===== config.mk =====
export PLATFORM = sky130hd
export DESIGN_NAME = pulse_stretcher_flat
export DESIGN_NICKNAME = d
export VERILOG_FILES = /design/src/rtl/pulse_stretcher_pkg.sv /design/src/rtl/pulse_stretcher_if.sv /design/src/rtl/pulse_stretcher_lane.sv /design/src/rtl/pulse_stretcher.sv /design/src/flat_wrapper.sv
export SDC_FILE = /design/constraint.sdc
export NUM_CORES = 1
export LEC_CHECK = 0
export ABC_AREA = 0
export CAP_MARGIN = 20
export CORE_AREA = 10 10 47 49
export CTS_CLUSTER_DIAMETER = 50
export DETAILED_ROUTE_END_ITERATION = 6
export DIE_AREA = 0 0 57 59
export HOLD_SLACK_MARGIN = 0.02
export PLACE_DENSITY_LB_ADDON = 0.12
export SKIP_CTS_REPAIR_TIMING = 1
export SLEW_MARGIN = 20
export SYNTH_ARGS = -nofsm -noshare
export SYNTH_HDL_FRONTEND = slang
export SYNTH_HIERARCHICAL = 1
export SYNTH_SLANG_ARGS = --single-unit

===== constraint.sdc =====
create_clock -name clk -period 1.5 [get_ports clk]
set_input_delay 0.15 -clock clk [delete_from_list [all_inputs] [get_ports clk]]
set_output_delay 0.15 -clock clk [all_outputs]
set_load 0.005 [all_outputs]

===== src/rtl/pulse_stretcher_pkg.sv =====
// Shared types and helpers for the pulse stretcher: lane state, counter sizing, default hold.
// Optional retrigger behaviour is selected with PULSE_STRETCH_RETRIG_EN (see pulse_stretcher_lane).
package pulse_stretcher_pkg;

    localparam int DEFAULT_HOLD_CYCLES = 4;

    typedef enum logic {
        IDLE = 1'b0,
        HOLD = 1'b1
    } lane_state_e;

    // Counter holds HOLD_CYCLES-1 down to 0; an illegal hold length still yields a legal width
    // so the top-level elaboration check can report it instead of a width error.
    function automatic int cnt_width(input int hold_cycles);
        return (hold_cycles < 1) ? 1 : $clog2(hold_cycles + 1);
    endfunction

endpackage : pulse_stretcher_pkg


===== src/rtl/pulse_stretcher_if.sv =====
// Per-lane trigger/ack/clear inputs and level/done/overrun outputs of the pulse stretcher.
// The slave modport is the stretcher side; master is the event source / consumer side.
interface pulse_stretcher_if #(
    parameter int WIDTH = 1
);
    logic [WIDTH-1:0] pulse_in;
    logic [WIDTH-1:0] ack;
    logic [WIDTH-1:0] ovr_clr;
    logic [WIDTH-1:0] level;
    logic [WIDTH-1:0] done;
    logic [WIDTH-1:0] ovr;

    modport master (
        output pulse_in, ack, ovr_clr,
        input  level, done, ovr
    );

    modport slave (
        input  pulse_in, ack, ovr_clr,
        output level, done, ovr
    );
endinterface : pulse_stretcher_if


===== src/rtl/pulse_stretcher_lane.sv =====
// One stretcher lane: IDLE/HOLD FSM, hold down-counter, timeout done pulse, sticky overrun.
// PULSE_STRETCH_RETRIG_EN defined: a pulse during HOLD reloads the hold; otherwise it is dropped and flagged.
module pulse_stretcher_lane
    import pulse_stretcher_pkg::*;
#(
    parameter int HOLD_CYCLES = DEFAULT_HOLD_CYCLES,
    parameter int CNT_W       = cnt_width(HOLD_CYCLES)
) (
    input  logic clk,
    input  logic rst_n,
    input  logic pulse_in,
    input  logic ack,
    input  logic ovr_clr,
    output logic level,
    output logic done,
    output logic ovr
);

    localparam logic [CNT_W-1:0] CNT_LOAD = CNT_W'(HOLD_CYCLES - 1);

    lane_state_e      state, state_n;
    logic [CNT_W-1:0] cnt, cnt_n;
    logic             done_n;
    logic             ovr_set;

    always_comb begin
        // NOTE: every signal written here gets a default first, so no path can infer a latch.
        state_n = state;
        cnt_n   = cnt;
        done_n  = 1'b0;
        ovr_set = 1'b0;
        unique case (state)
            IDLE: begin
                if (pulse_in) begin
                    state_n = HOLD;
                    cnt_n   = CNT_LOAD;
                end
            end
            HOLD: begin
`ifdef PULSE_STRETCH_RETRIG_EN
                if (pulse_in) begin
                    cnt_n = CNT_LOAD;
                end else if (ack) begin
                    state_n = IDLE;
                end else if (cnt == '0) begin
                    state_n = IDLE;
                    done_n  = 1'b1;
                end else begin
                    cnt_n = cnt - CNT_W'(1);
                end
`else
                // The extra pulse is only flagged; the hold proceeds as if it never came.
                ovr_set = pulse_in;
                if (ack) begin
                    state_n = IDLE;
                end else if (cnt == '0) begin
                    state_n = IDLE;
                    done_n  = 1'b1;
                end else begin
                    cnt_n = cnt - CNT_W'(1);
                end
`endif
            end
            default: state_n = IDLE;
        endcase
    end

    always_ff @(posedge clk) begin
        // NOTE: sequential state is updated with non-blocking assignments only.
        if (!rst_n) begin
            state <= IDLE;
            cnt   <= '0;
            done  <= 1'b0;
        end else begin
            state <= state_n;
            cnt   <= cnt_n;
            done  <= done_n;
        end
    end

    assign level = (state == HOLD);

`ifdef PULSE_STRETCH_RETRIG_EN
    // Retriggering never overruns, so the flag and its clear have nothing to do.
    logic unused_ovr;
    assign unused_ovr = ovr_set ^ ovr_clr;
    assign ovr        = 1'b0;
`else
    always_ff @(posedge clk) begin
        if (!rst_n) begin
            ovr <= 1'b0;
        end else if (ovr_set) begin
            ovr <= 1'b1;
        end else if (ovr_clr) begin
            ovr <= 1'b0;
        end
    end
`endif

endmodule : pulse_stretcher_lane


===== src/rtl/pulse_stretcher.sv =====
// Top of the pulse stretcher: WIDTH independent lanes turning single-cycle events into held levels.
// Build option PULSE_STRETCH_RETRIG_EN selects retrigger mode; default is one-shot with overrun flag.
module pulse_stretcher
    import pulse_stretcher_pkg::*;
#(
    parameter int WIDTH       = 1,
    parameter int HOLD_CYCLES = DEFAULT_HOLD_CYCLES
) (
    input  logic              clk,
    input  logic              rst_n,
    pulse_stretcher_if.slave  bus
);

    localparam int CNT_W = cnt_width(HOLD_CYCLES);

    if (HOLD_CYCLES < 1) begin : g_bad_hold
        $error("pulse_stretcher: HOLD_CYCLES must be at least 1");
    end

    logic [WIDTH-1:0] level_w;
    logic [WIDTH-1:0] done_w;
    logic [WIDTH-1:0] ovr_w;

    for (genvar i = 0; i < WIDTH; i++) begin : g_lane
        pulse_stretcher_lane #(
            .HOLD_CYCLES (HOLD_CYCLES),
            .CNT_W       (CNT_W)
        ) u_lane (
            .clk      (clk),
            .rst_n    (rst_n),
            .pulse_in (bus.pulse_in[i]),
            .ack      (bus.ack[i]),
            .ovr_clr  (bus.ovr_clr[i]),
            .level    (level_w[i]),
            .done     (done_w[i]),
            .ovr      (ovr_w[i])
        );
    end

    assign bus.level = level_w;
    assign bus.done  = done_w;
    assign bus.ovr   = ovr_w;

endmodule : pulse_stretcher


===== src/flat_wrapper.sv =====
// flat-port wrapper written by rule: the top's interface ports become plain ports
module pulse_stretcher_flat import pulse_stretcher_pkg::*;
#(
    parameter int WIDTH       = 1,
    parameter int HOLD_CYCLES = DEFAULT_HOLD_CYCLES
)
  (clk, rst_n, bus_pulse_in, bus_ack, bus_ovr_clr, bus_level, bus_done, bus_ovr);
  pulse_stretcher_if #(.WIDTH(WIDTH)) bus_i ();
  input  logic clk;
  input  logic rst_n;
  input wire logic [$bits(bus_i.pulse_in)-1:0] bus_pulse_in;
  input wire logic [$bits(bus_i.ack)-1:0] bus_ack;
  input wire logic [$bits(bus_i.ovr_clr)-1:0] bus_ovr_clr;
  output wire logic [$bits(bus_i.level)-1:0] bus_level;
  output wire logic [$bits(bus_i.done)-1:0] bus_done;
  output wire logic [$bits(bus_i.ovr)-1:0] bus_ovr;
  assign bus_i.pulse_in = bus_pulse_in;
  assign bus_i.ack = bus_ack;
  assign bus_i.ovr_clr = bus_ovr_clr;
  assign bus_level = bus_i.level;
  assign bus_done = bus_i.done;
  assign bus_ovr = bus_i.ovr;
  pulse_stretcher #(.WIDTH(WIDTH), .HOLD_CYCLES(HOLD_CYCLES)) u_core (.clk(clk), .rst_n(rst_n), .bus(bus_i));
endmodule

# Word level (Yosys, flattened, before mapping)
# Cells that the tools add are included.
# Widths: inputs -> output; s select.
# op_classes
n_addsub,1
mul,0
div,0
n_lt_le_gt_ge,0
n_eq_ne,3
shifts,0
muxes,12
bitwise_logic,2
reduce_logical,4
# ops
cell,count
$mux 3,3
$mux 1,7
$ne 2x2->1 const B,3
$pmux 3 s2,1
$logic_not 3->1,1
$reduce_and 3->1,1
$reduce_or 3->1,1
$sub 3x1->3 const B,1
$not 1->1,2
$pmux 1 s2,1
$reduce_bool 2->1,1
# totals
regBits,6
latchBits,0
mem_bits_rw,0
rom_bits,0
n_memories,0

# Logic depth before layout (Yosys ltp)
# depth
word_depth,4
mapped_depth,5
depth_no_buf,5

# Least setup slack after synthesis
# OpenSTA, ideal clock, no wires.
# synth_path
path_type,reg2reg
start,reg u_core.g_lane[0].u_lane.cnt[0]
end,reg u_core.g_lane[0].u_lane.cnt[1]
setup_time_ps,122
t_arrival_ps,1105
setup_slack_ps,273
path_stages_with_launch,6
period_less_slack_ps,1227
path_cell_list,dfxtp_1 > inv_1 > ha_1 > nand2b_4 > and2_4 > o311a_1
# synth_via
elab_chain_len,4
elab_cells_between_ends,7
# synth_rtl
item,line_no,source
start: declaration,pulse_stretcher_lane.sv:22,"logic [CNT_W-1:0] cnt, cnt_n;"
start signal: assignment,pulse_stretcher_lane.sv:76,cnt <= cnt_n;
$sub 3x1->3,pulse_stretcher_lane.sv:60,cnt_n = cnt - CNT_W'(1);
$mux 3,pulse_stretcher_lane.sv:56,end else if (cnt == '0) begin
$mux 3,pulse_stretcher_lane.sv:54,if (ack) begin
$pmux 3 s2,pulse_stretcher_lane.sv:32,unique case (state)
# Several ways; a longest one is shown, not always the timed one. The select of a mux whose other input is x is not followed.
# A chain may end at the register's enable or synchronous reset.

# Worst setup path after layout
# layout_path
start,reg u_core.g_lane[0].u_lane.state
end,out bus_level
# layout_lines
item,line_no,source
start: declaration,pulse_stretcher_lane.sv:21,"lane_state_e state, state_n;"
start signal: assignment,pulse_stretcher_lane.sv:75,state <= state_n;
end: declaration,flat_wrapper.sv:14,output wire logic [$bits(bus_i.level)-1:0] bus_level;
# No word-level cell between the ends.

==> results.md <==
* Slowest cell on crit path: clkdlybuf4s50_1
* Tightest Pin Transition at 275 ps
* Antenna-violating nets left at 0
* Seq/Total Area, Yosys at just over 40%
* Peak supply drop at between 0.4 and 0.5 mV
* Most common cell after layout, fill and taps aside: clkdlybuf4s50_1
* Routed wire length at 647 µm
* Status: finished, final reports clean
* CTS tree: done
* Max incr delay on CP at ~540 ps
* Die W at about 57 µm
* Dpl cells at 53
* RR Endpoint: u_core/g_lane[0].u_lane/cnt[1]$_SDFFE_PN0P_
* Synthesized cell area at ~290 µm²
* Arr. time, crit path at 1200 ps
* CP required at between 1000 and 1500 ps
* Hold Crit Start: u_core/g_lane[0].u_lane/ovr$_SDFFE_PN0P_
* Post-place setup slack at around 160 ps
* Worst Hold End: u_core/g_lane[0].u_lane/ovr$_SDFFE_PN0P_
* Final net count at 49
* CTS Buf Count at 3
* WHS at roughly 470 ps
* GRT Max-Usage Layer: met2
* Area delta synth->final at 41.2%
* Max-cap violations at 0
* Gpl congestion at a little over 0.8
* Die extent in y at roughly 60 µm
* R2r startpoint: u_core/g_lane[0].u_lane/cnt[0]$_SDFFE_PN0P_
* Crit-path cells: clkdlybuf4s50_1
* Critical Path End Type: output port
* Sum of buffers and inverters on the critical path at 1
* Wirelength per Cell at between 10 and 15 µm
* Total power at 0.395 mW
* Crit share post-route at about 90%
* Leakage at between 0.15 and 0.2 nW
* Non-filler cells, final at 56
* Design area at approximately 410 µm²
* Final worst path period need at 1350 ps
* Setup WS post-layout at 152 ps
* #FFs+latches synth at 6
* Die ar. at between 0.003 and 0.004 mm²
* Worst hold stages at 2
* Total global-route track usage at about 4.3%
* Largest net degree at the start of global routing at 7
* Final core utilization at between 20 and 30%
* Root Buffer Master: clkbuf_4
* Met3 usage at around 4.3%
* Max Slew Vio Count at 0
* Ant. Diodes at 0
* CP Max Fanout at 6
* Synth cell types at 17
* Initial antenna violation count at 0
* Hold Crit Class: reg2reg
* Met1 Track Usage GR at ~3.6%
* First-pass GRT wire length at about 1000 µm
* DR vias at between 200 and 250
* Achievable Freq at ~740 MHz
* Hold Vio Cnt, Final at 0
* Relative slew margins at about four fifths
* Critical path's top delay family: buffers and inverters
* Post-synth top area cell: dfxtp_1
* CTS HTree Levels at 1
* Share of cells above drive strength 1 at 20.0%
* # fillers at between 150 and 200
* Core Area at 0.00140 mm²
* Post-place instance area at 389 µm²
* Synth area leaders: dfxtp_1 (41%), ha_1 (8.6%), a211oi_1 (5.2%), nand2b_4 (4.7%), nor2b_4 (4.7%)
* CTS Sinks at 6
* # setup viols final at 0
* M2 GR Usage at between 5 and 6%
* Initial drt markers at 4
* Pwr/cell area at about 960 mW/mm²
* Initial Util at roughly a fifth
* Startpoint type of the worst setup path: flip-flop
* # IOs at 8
* Drt first pass iters at 4
* Clk Latency, worst-skew pair at 240 ps
* RSZ-0062 raised after global routing: false
* Most frequent cells in the layout: clkdlybuf4s50_1 (7), dfxtp_1 (6), clkbuf_4 (3), inv_1 (3)
* Clk slew on worst S/H paths at 50 ps
* Mean number of vias per cell at approximately 4.4
* Net count after synthesis at 36
* Critical path class: reg2out
* Syn Inst Count at 29
* Site Rows at 14
* Detailed-route DRC error count at 0
* Sequential Area at ~120 µm²
* Top cell type's share of synthesized area at between 40 and 50%
* Area of the multi-input gates at 160 µm²
* Synth warn at 6
* Avg Inst Size Synth at 10.1 µm²
* IO buf count at 7
* Reg2Reg Depth at 5
* Clock Skews at between 3 and 4 ps
* Max clock buf depth at 2
* Number of global-route vias before repair at 246
* Total global routing overflow at 0
* Register-to-register path setup slack at 180 ps
* Setup TNS at 0 ps
[layer usage]
layer | part of all wire, % | up-vias
met4 | 2.2 | 0
met2 | 46 | 8
li1 | - | 126
met1 | 43 | 112
met3 | 8.8 | 2
met5 | 0 | -
[cell families (layout without fill, tap and decap cells)]
kind of cell,after synthesis,after routing,synth area share (%)
AND/OR/NAND/NOR,11,11,27.9
AO/OA/AOI/OAI,7,7,18.5
flip-flops,6,6,41.2
buffers and inverters,3,14,3.86
adder cells (fa/ha/maj),2,2,8.58
[power by group]
group          internal, mW  switching [mW]  total, mW
Sequential            0.170         0.00782      0.177
Clock                0.0904          0.0567      0.147
Combinational        0.0401          0.0309     0.0710
Total                 0.300          0.0954      0.395
[state kept, by name, indices dropped and copies added, names as in the netlist]
register and flops:
u_core/g_lane.u_lane/ovr 1, u_core/g_lane.u_lane/level 1, u_core/g_lane.u_lane/done 1, u_core/g_lane.u_lane/cnt 3
[area by class of cell]
type                       instances  area share [%]
multi-input combinational         20            38.9
sequential                         6            29.2
timing repair buffer               8            18.8
clock buffer                       3            5.47
tap                               16            4.86
inverter                           3            2.74
[worst max-delay path by stage]
stage                                                startpoint                                           to  slack (ps)  cells after the start
CTS                    u_core/g_lane[0].u_lane/level$_SDFF_PN0_                                    bus_level         120                      1
finish                 u_core/g_lane[0].u_lane/level$_SDFF_PN0_                                    bus_level         150                      1
floorplan           u_core/g_lane[0].u_lane/cnt[0]$_SDFFE_PN0P_  u_core/g_lane[0].u_lane/cnt[1]$_SDFFE_PN0P_         270                      5
detailed placement                                 bus_pulse_in  u_core/g_lane[0].u_lane/cnt[2]$_SDFFE_PN0P_         160                      4
global route           u_core/g_lane[0].u_lane/level$_SDFF_PN0_                                    bus_level          90                      1
global placement                                        bus_ack  u_core/g_lane[0].u_lane/cnt[1]$_SDFFE_PN0P_         170                      4
[cells in the mapped netlist (all sizes together)]
| library cell | n |
|---|---|
| nand3 | 2 |
| o21a | 1 |
| o311a | 1 |
| a21oi | 2 |
| nor2b | 3 |
| ha | 2 |
| and2 | 1 |
| a32o | 1 |
| a211oi | 2 |
| nand2b | 2 |
| nor4b | 1 |
| nor2 | 1 |
| dfxtp | 6 |
| nand2 | 1 |
| inv | 3 |
Note: power is estimated with default switching activity, not from simulation.
